## config.mk

```make
export PLATFORM = sky130hd
export DESIGN_NAME = multi_key_filter
export DESIGN_NICKNAME = d
export VERILOG_FILES = /design/src/rtl/key_filter_pkg.sv /design/src/rtl/key_filter_chan.sv /design/src/rtl/multi_key_filter.sv
export SDC_FILE = /design/constraint.sdc
export NUM_CORES = 1
export LEC_CHECK = 0
export ABC_CLOCK_PERIOD_IN_PS = 2800
export BUFFER_PORTS_ARGS = -buffer_cell sky130_fd_sc_hd__clkbuf_2
export CORE_UTILIZATION = 55
export DETAILED_ROUTE_END_ITERATION = 8
export HOLD_SLACK_MARGIN = 0.15
export PLACE_DENSITY = 0.7
export SETUP_SLACK_MARGIN = 0.02
export SYNTH_ARGS = -nofsm -noshare
export SYNTH_HDL_FRONTEND = slang
export SYNTH_HIERARCHICAL = 1
export SYNTH_SLANG_ARGS = --single-unit
```

## constraint.sdc

```tcl
create_clock -name Clk -period 2.8 [get_ports Clk]
set_clock_uncertainty 0.05 [all_clocks]
set_input_delay 0.56 -clock Clk [delete_from_list [all_inputs] [get_ports Clk]]
set_output_delay 0.56 -clock Clk [all_outputs]
set_load 0.01 [all_outputs]
```

## src/rtl/key_filter_pkg.sv

```systemverilog
// Shared types and helpers for the multi-key debounce filter.
package key_filter_pkg;

    // One-hot channel FSM encoding; any other pattern is treated as illegal.
    typedef enum logic [3:0] {
        ST_IDLE    = 4'b0001,
        ST_FILTER0 = 4'b0010,
        ST_DOWN    = 4'b0100,
        ST_FILTER1 = 4'b1000
    } key_fsm_e;

    // Cycles after reset before synchronised edges are trusted
    // (covers the 2 sync stages plus the 2 edge stages).
    localparam int unsigned SYNC_WARMUP = 4;

    // Counter width large enough to hold the larger of the two terminal counts.
    function automatic int unsigned cnt_width(input int unsigned a, input int unsigned b);
        int unsigned m;
        m = (a > b) ? a : b;
        return $clog2(m + 1);
    endfunction

endpackage

```

## src/rtl/key_filter_chan.sv

```systemverilog
// One debounce channel: 2-FF synchroniser, 2-stage edge register,
// polarity normalisation, 4-state debounce FSM and saturating counter.
// Optional long-press detection is enabled by defining LONG_PRESS_EN.
module key_filter_chan
    import key_filter_pkg::*;
#(
    parameter int unsigned DEBOUNCE_CYCLES = 240000,
    parameter int unsigned ACTIVE_LOW      = 1,
    parameter int unsigned LONG_CYCLES     = 5000000
) (
    input  logic Clk,
    input  logic Rst,
    input  logic key_in,
    output logic key_flag,
    output logic key_press,
    output logic key_state
`ifdef LONG_PRESS_EN
    ,
    output logic long_flag
`endif
);

    localparam int unsigned CW = cnt_width(DEBOUNCE_CYCLES, LONG_CYCLES);
    localparam logic [CW-1:0] DB_LAST   = CW'(DEBOUNCE_CYCLES - 1);
    localparam logic          REL_RAW   = (ACTIVE_LOW != 0) ? 1'b1 : 1'b0;
`ifdef LONG_PRESS_EN
    localparam logic [CW-1:0] LONG_LAST = CW'(LONG_CYCLES - 1);
`endif

    logic          sync1, sync2, edge0, edge1;
    logic [2:0]    warm;
    logic          armed;
    logic          lvl_new, lvl_old;
    logic          press_edge, release_edge;
    key_fsm_e      state, state_nxt;
    logic [CW-1:0] cnt, cnt_nxt, cnt_inc;
    logic          flag_nxt, press_nxt, level_nxt;
`ifdef LONG_PRESS_EN
    logic          long_nxt;
`endif

    // Synchroniser and edge registers, preloaded with the released level.
    always_ff @(posedge Clk or posedge Rst) begin
        if (Rst) begin
            sync1 <= REL_RAW;
            sync2 <= REL_RAW;
            edge0 <= REL_RAW;
            edge1 <= REL_RAW;
        end else begin
            sync1 <= key_in;
            sync2 <= sync1;
            edge0 <= sync2;
            edge1 <= edge0;
        end
    end

    // Warm-up counter: the preloaded pipeline can show a false press edge while
    // a key held through reset propagates in; edges are ignored until it is flushed.
    always_ff @(posedge Clk or posedge Rst) begin
        if (Rst) begin
            warm <= '0;
        end else if (warm != 3'(SYNC_WARMUP)) begin
            warm <= warm + 3'd1;
        end
    end

    // Polarity-normalised levels (1 = released) and qualified edges.
    always_comb begin
        armed        = (warm == 3'(SYNC_WARMUP));
        lvl_new      = (ACTIVE_LOW != 0) ? edge0 : ~edge0;
        lvl_old      = (ACTIVE_LOW != 0) ? edge1 : ~edge1;
        press_edge   = armed & lvl_old & ~lvl_new;
        release_edge = armed & ~lvl_old & lvl_new;
        cnt_inc      = (cnt == '1) ? cnt : cnt + CW'(1);
    end

    // FSM state, counter and registered event outputs.
    always_ff @(posedge Clk or posedge Rst) begin
        if (Rst) begin
            state     <= ST_IDLE;
            cnt       <= '0;
            key_flag  <= 1'b0;
            key_press <= 1'b0;
            key_state <= 1'b1;
`ifdef LONG_PRESS_EN
            long_flag <= 1'b0;
`endif
        end else begin
            state     <= state_nxt;
            cnt       <= cnt_nxt;
            key_flag  <= flag_nxt;
            key_press <= press_nxt;
            key_state <= level_nxt;
`ifdef LONG_PRESS_EN
            long_flag <= long_nxt;
`endif
        end
    end

    // Next-state, counter and output decode.
    always_comb begin
        state_nxt = state;
        cnt_nxt   = cnt;
        flag_nxt  = 1'b0;
        press_nxt = 1'b0;
        level_nxt = key_state;
`ifdef LONG_PRESS_EN
        long_nxt  = 1'b0;
`endif
        case (state)
            ST_IDLE: begin
                cnt_nxt   = '0;
                level_nxt = 1'b1;
                if (press_edge) begin
                    state_nxt = ST_FILTER0;
                end
            end
            ST_FILTER0: begin
                if (release_edge) begin
                    state_nxt = ST_IDLE;
                    cnt_nxt   = '0;
                end else if (cnt == DB_LAST) begin
                    state_nxt = ST_DOWN;
                    cnt_nxt   = '0;
                    flag_nxt  = 1'b1;
                    press_nxt = 1'b1;
                    level_nxt = 1'b0;
                end else begin
                    cnt_nxt = cnt_inc;
                end
            end
            ST_DOWN: begin
                level_nxt = 1'b0;
                if (release_edge) begin
                    state_nxt = ST_FILTER1;
                    cnt_nxt   = '0;
                end else begin
`ifdef LONG_PRESS_EN
                    // Saturation past LONG_LAST guarantees a single pulse per press.
                    cnt_nxt  = cnt_inc;
                    long_nxt = (cnt == LONG_LAST);
`else
                    cnt_nxt  = '0;
`endif
                end
            end
            ST_FILTER1: begin
                if (press_edge) begin
                    state_nxt = ST_DOWN;
                    cnt_nxt   = '0;
                end else if (cnt == DB_LAST) begin
                    state_nxt = ST_IDLE;
                    cnt_nxt   = '0;
                    flag_nxt  = 1'b1;
                    level_nxt = 1'b1;
                end else begin
                    cnt_nxt = cnt_inc;
                end
            end
            default: begin
                state_nxt = ST_IDLE;
                cnt_nxt   = '0;
                level_nxt = 1'b1;
            end
        endcase
    end

endmodule

```

## src/rtl/multi_key_filter.sv

```systemverilog
// Debounces NUM_KEYS independent key inputs; one key_filter_chan per key.
// Defining LONG_PRESS_EN adds the long_flag output and long-press detection.
module multi_key_filter
    import key_filter_pkg::*;
#(
    parameter int unsigned NUM_KEYS        = 4,
    parameter int unsigned DEBOUNCE_CYCLES = 240000,
    parameter int unsigned ACTIVE_LOW      = 1,
    parameter int unsigned LONG_CYCLES     = 5000000
) (
    input  logic                Clk,
    input  logic                Rst,
    input  logic [NUM_KEYS-1:0] key_in,
    output logic [NUM_KEYS-1:0] key_flag,
    output logic [NUM_KEYS-1:0] key_press,
    output logic [NUM_KEYS-1:0] key_state
`ifdef LONG_PRESS_EN
    ,
    output logic [NUM_KEYS-1:0] long_flag
`endif
);

    // One fully independent channel per key.
    for (genvar k = 0; k < NUM_KEYS; k++) begin : g_chan
        key_filter_chan #(
            .DEBOUNCE_CYCLES (DEBOUNCE_CYCLES),
            .ACTIVE_LOW      (ACTIVE_LOW),
            .LONG_CYCLES     (LONG_CYCLES)
        ) u_chan (
            .Clk       (Clk),
            .Rst       (Rst),
            .key_in    (key_in[k]),
            .key_flag  (key_flag[k]),
            .key_press (key_press[k]),
            .key_state (key_state[k])
`ifdef LONG_PRESS_EN
            ,
            .long_flag (long_flag[k])
`endif
        );
    end

endmodule

```

# Word-level counts from Yosys, hierarchy flattened
# Index checks and enable logic that the tools add are counted.
# word_totals
reg_bits	148
latchBits	0
ram_bits	0
rom_bits	0
input_bits	6
memories	0
# classes
n_addsub	8
multipliers	0
div_mod_pow	0
n_lt_le_gt_ge	0
n_eq_ne	64
shifts	0
n_mux	88
bitwise_logic	24
n_reduce_logical	8
# op_table
cell	n
two-way mux 23 bit	16
one-hot mux 23 bit (2 select lines)	4
two-way mux 4 bit	24
adder 23 x 1 -> 23 bit (second input constant)	4
== test 23 x 18 -> 1 bit (second input constant)	4
== test 23 bit (second input constant)	4
one-hot mux 4 bit (4 select lines)	4
two-way mux 1 bit	32
!= test 2 x 1 -> 1 bit (second input constant)	16
AND reduction 4 bit	8
!= test 3 x 1 -> 1 bit (second input constant)	8
AND 1 bit	16
== test 4 x 1 -> 1 bit (second input constant)	4
== test 4 x 2 -> 1 bit (second input constant)	4
== test 4 x 3 -> 1 bit (second input constant)	4
== test 4 bit (second input constant)	4
!= test 2 bit (second input constant)	8
adder 3 x 1 -> 3 bit (second input constant)	4
== test 3 bit (second input constant)	4
!= test 3 bit (second input constant)	4
one-hot mux 1 bit (3 select lines)	4
inverter 1 bit	8
one-hot mux 1 bit (2 select lines)	4

# Depth between registers and ports, before layout
# depth
depth_word	5
depth_mapped	9

# Modules after synthesis
# Netlist, hierarchy kept.
# modules_own_cells
mod	n_inst	cells_per_inst	area_each_um2
key_filter_chan at g_chan[0].u_chan ...	3	209	2053.2
key_filter_chan at g_chan[3].u_chan	1	216	2132.0

# Worst setup path after synthesis
# No wires, ideal clock.
# synth_path
path_type	reg2reg
startpoint	reg g_chan[0].u_chan.warm[0]
endpoint	reg g_chan[0].u_chan.state[2]
setup_time_ps	122
t_arrival_ps	1826
required_time_ps	2628
path_slack_ps	803
stages_incl_launch_ff	8
period_less_slack_ps	1997
cell_sequence	dfrtp_1 inv_1 ha_1 and4b_4 o41a_1 or2_1 buf_6 a32o_1
# synth_between
elab_chain_len	5
word_cells_on_any_way	13
cone_classes	5 x eq/ne; 3 x mux; 4 x bitwise; 1 x reduce/logical
# synth_lines
element	line_no	rtl
from (decl)	key_filter_chan.sv:31	logic [2:0] warm;
from (signal assigned)	key_filter_chan.sv:63	warm <= warm + 3'd1;
== test 3 bit *	key_filter_chan.sv:69	armed = (warm == 3'(SYNC_WARMUP));
AND 1 bit (on tied branches) (2 in a row)	key_filter_chan.sv:72, key_filter_chan.sv:73	
!= test 3 x 1 -> 1 bit (no line) (tied with other cells)	--	
AND reduction 4 bit (no line) / one-hot mux 4 bit (4 select lines) (equally long branches)	--	
to (signal assigned)	key_filter_chan.sv:89	state <= state_nxt;
to (decl)	key_filter_chan.sv:35	key_fsm_e state, state_nxt;
# Mark *: on every way between the ends. The rest lies on a longest branch, timed or not.
# A chain may end at the register's enable or synchronous reset.

# Worst setup path in the final report
# layout_path
startpoint	reg g_chan[1].u_chan.warm[0]
endpoint	reg g_chan[1].u_chan.state[2]
# layout_between
elab_chain_len	5
word_cells_on_any_way	13
cone_classes	5 x eq/ne; 3 x mux; 4 x bitwise; 1 x reduce/logical
# layout_lines
element	line_no
from (decl)	key_filter_chan.sv:31
from (signal assigned)	key_filter_chan.sv:63
== test 3 bit *	key_filter_chan.sv:69
AND 1 bit (on tied branches) (2 in a row)	key_filter_chan.sv:72, key_filter_chan.sv:73
!= test 3 x 1 -> 1 bit (no line) (tied with other cells)	--
AND reduction 4 bit (no line) / one-hot mux 4 bit (4 select lines) (equally long branches)	--
to (signal assigned)	key_filter_chan.sv:89
to (decl)	key_filter_chan.sv:35
# Marks and branches as above.

==> flow_metrics.tcl <==
set metrics [dict create \
    clkSinkCount 148 \
    crit_path_top_delay_cell "or2_1" \
    grt_pass1_wl_um 28700 \
    hold_viol 0 \
    coreArea_um2 14600 \
    antennaDiodeCount 0 \
    drive_gt1_frac 0.159 \
    crit_path_start "g_chan[1].u_chan/warm[0]" \
    syn_area_um2 8290 \
    period_share 0.878 \
    gp_congestion 0.889 \
    cts_made_buffers 17 \
    final-setup-viol-count 0 \
    rsz0062_at_grt "no" \
    cap_violations 0 \
    area_delta_synth_final_pct 8.13 \
    crit_type "register to register" \
    p_sw_frac 0.230 \
    async_reset_ff_frac 1.00 \
    clockPowerShare 0.468 \
    setup-tns-final_ns 0 \
    io_pins 18 \
    die_h_um 125 \
    grt_overflow_total 0 \
    run_status "finished with violations" \
    postCtsSetupRepairBufs 0 \
    first_pass_iters 9 \
    end_kind "register" \
    synth.avg_cell_area_um2 9.84 \
    netlist_top_cells_area "dfrtp_1, dfstp_2, nor2_1, nand3_1, xnor2_1" \
    cp.arrival_ns 2.72 \
    tightest_slew_ns 0.914 \
    combPwrFrac 0.052 \
    dp_slack_ns 0.353 \
    dieArea_um2 15600 \
    synth.distinct_cells 73 \
    ant_nets 0 \
    synth.net_count 861 \
    whs_ns 0.178 \
    power_frac_seq 0.480 \
    final_net_count 872 \
    clock_latency_ns 0.43 \
    maxSlewHeadroom 0.391 \
    grt_max_degree 38 \
    required_ns 3.06 \
    cts_max_level 4 \
    yosysMostFrequentCell "dfrtp_1" \
    synth-seq-cells 148 \
    drc 3 \
    p_leak_uw 0.00358 \
    crit_chain "inv_1 > ha_1 > and4b_4 > o41a_1 > or2_1 > a32o_1" \
    synth_ff_type "dfrtp_1" \
    ir_drop_v 0.000433 \
    internal_power_uw 3660 \
    violations "design-rule violations" \
    rows 44 \
    root_buffer "clkbuf_16" \
    cts_tree "done" \
    antenna_found_initial 0 \
    fin_util 0.612 \
    io_buffers 17 \
    final-seq-area_um2 3730 \
    wire_per_inst_um 15.6 \
    cts.path.max_buffers 2 \
    max_freq_mhz 407 \
    yosys.area.top_type_share 0.374 \
    synth_cells 843 \
    power.net_switching_uw 1090 \
    synth_top_cell_by_area "dfrtp_1" \
    worst-r2r-setup-slack_ns 0.34 \
    multiInputGateArea_um2 4170 \
    critPathMaxFanout 25 \
    dp_hpwl_um 11000 \
    start_kind "register" \
    ys_warn_count 6 \
    layout_min_cycle_time_ns 2.46 \
    grt_usage 0.224 \
    vias_per_cell 6.07 \
    yosys-top-cells-count "dfrtp_1, nor2_1, nand2_1" \
    dr_total_vias 6381 \
    setup_ws_ns 0.341 \
    finalWirelength_um 16400 \
    r2r_start "g_chan[1].u_chan/warm[0]" \
    power_per_cell_area_nw_per_um2 530 \
    first_global_vias 6120 \
    path_clk_slew_ns 0.06 \
    cp_slowest_stage_delay_ns 0.58 \
    yosysSeqAreaShare 0.450 \
    fillers 1196 \
    die_w_um 125 \
    r2r_end "g_chan[1].u_chan/state[2]" \
    hold_class "input pin to register" \
    synth_edf_count 0 \
    finalMaxSlewViolations 0 \
    reg2reg_depth 6 \
    start_util 0.566 \
    crit_end "g_chan[1].u_chan/state[2]" \
    first_iter_violations 644 \
]
layout make-up:
type / count / area share
Sequential cell: 148 / 0.416
Clock buffer: 23 / 0.0522
Inverter: 16 / 0.00670
Clock inverter: 9 / 0.0121
Timing Repair Buffer: 31 / 0.0220
Tap cell: 184 / 0.0257
Multi-Input combinational cell: 640 / 0.465
metrics by stage:
step	std cells	total power [µW]	cell area, µm²
after global placement	1016	2550	8360
after global routing	1051	4950	8970
after CTS	1050	4820	8960
after floorplan	843	2520	8290
after detailed placement	1016	2560	8360
final	1051	4760	8970
repair_timing:
action	CTS	global route
resized for setup	0	0
hold buffers	2	1
hold endpoints to repair	2	1
routing by layer:
layer,GRT usage,share of wire,up-vias
met1,0.297,0.47,3089
li1,-,-,3100
met2,0.359,0.48,174
met5,0,0,-
met3,0.0567,0.040,18
met4,0.0733,0.010,0
power by group through the flow:
stage | Clock, µW | Sequential (µW) | Combinational (µW)
4_1_cts | 2290 | 2280 | 247
2_1_floorplan | 0 | 2280 | 246
5_1_grt | 2380 | 2290 | 276
3_3_place_gp | 0 | 2310 | 235
3_5_place_dp | 0 | 2320 | 244
6_report | 2230 | 2290 | 245
registers in the layout, indices dropped and copies added (netlist names):
signal	flops
g_chan.u_chan/cnt	92
g_chan.u_chan/state	16
g_chan.u_chan/warm	12
g_chan.u_chan/edge0	4
g_chan.u_chan/edge1	4
g_chan.u_chan/key_flag	4
g_chan.u_chan/key_press	4
g_chan.u_chan/key_state	4
g_chan.u_chan/sync1	4
g_chan.u_chan/sync2	4
logic make-up after synthesis:
family,count (synthesis),share of synthesized area
simple gates,420,0.293
flops,148,0.450
fa+ha+maj,12,0.0181
mux,7,0.00890
compound gates,142,0.121
buf+inv,55,0.0471
xor+xnor,59,0.0623
placed cells by master, fill, tap and decap left out, types with 5 or more instances in the layout:
cell type    n
a31oi_1     16
nand2b_1     8
nand4_1     31
nor3b_1      9
o21ai_0     30
nor3_1      16
clkbuf_16   17
inv_1       16
dfrtp_1    124
and3_1      24
nand3_1     60
xor2_1      29
and4_1       6
clkbuf_2    17
nand2_1     62
nor2_1     109
nor4_1      13
a211oi_2     7
nand4b_1     5
and2_1       6
buf_4       11
a21oi_1     35
ha_1        12
dfstp_2     24
or3_1        7
o211ai_1     6
nand2_2      7
nor4bb_1     6
xnor2_1     30
nor4b_1      9
how the worst min path moves through the flow:
stage | cells past startpoint | to | from | slack, ns
after floorplan | 0 | g_chan[0].u_chan/edge0 | g_chan[0].u_chan/sync2 | 0.30
after global placement | 0 | g_chan[3].u_chan/sync2 | g_chan[3].u_chan/sync1 | 0.30
after detailed placement | 0 | g_chan[3].u_chan/edge0 | g_chan[3].u_chan/sync2 | 0.30
after CTS | 1 | g_chan[3].u_chan/sync1 | key_in[3] | 0.15
after global routing | 1 | g_chan[1].u_chan/sync1 | key_in[1] | 0.15
final | 1 | g_chan[1].u_chan/sync1 | key_in[1] | 0.18
critical path, delay by kind of cell, from the launching register on:
kind | cells | cell delay [ns]
buf+inv | 1 | 0.07
simple gates | 2 | 0.82
flops | 1 | 0.35
fa+ha+maj | 1 | 0.24
compound gates | 2 | 0.82
No activity file was read; power rests on OpenSTA's default activity.
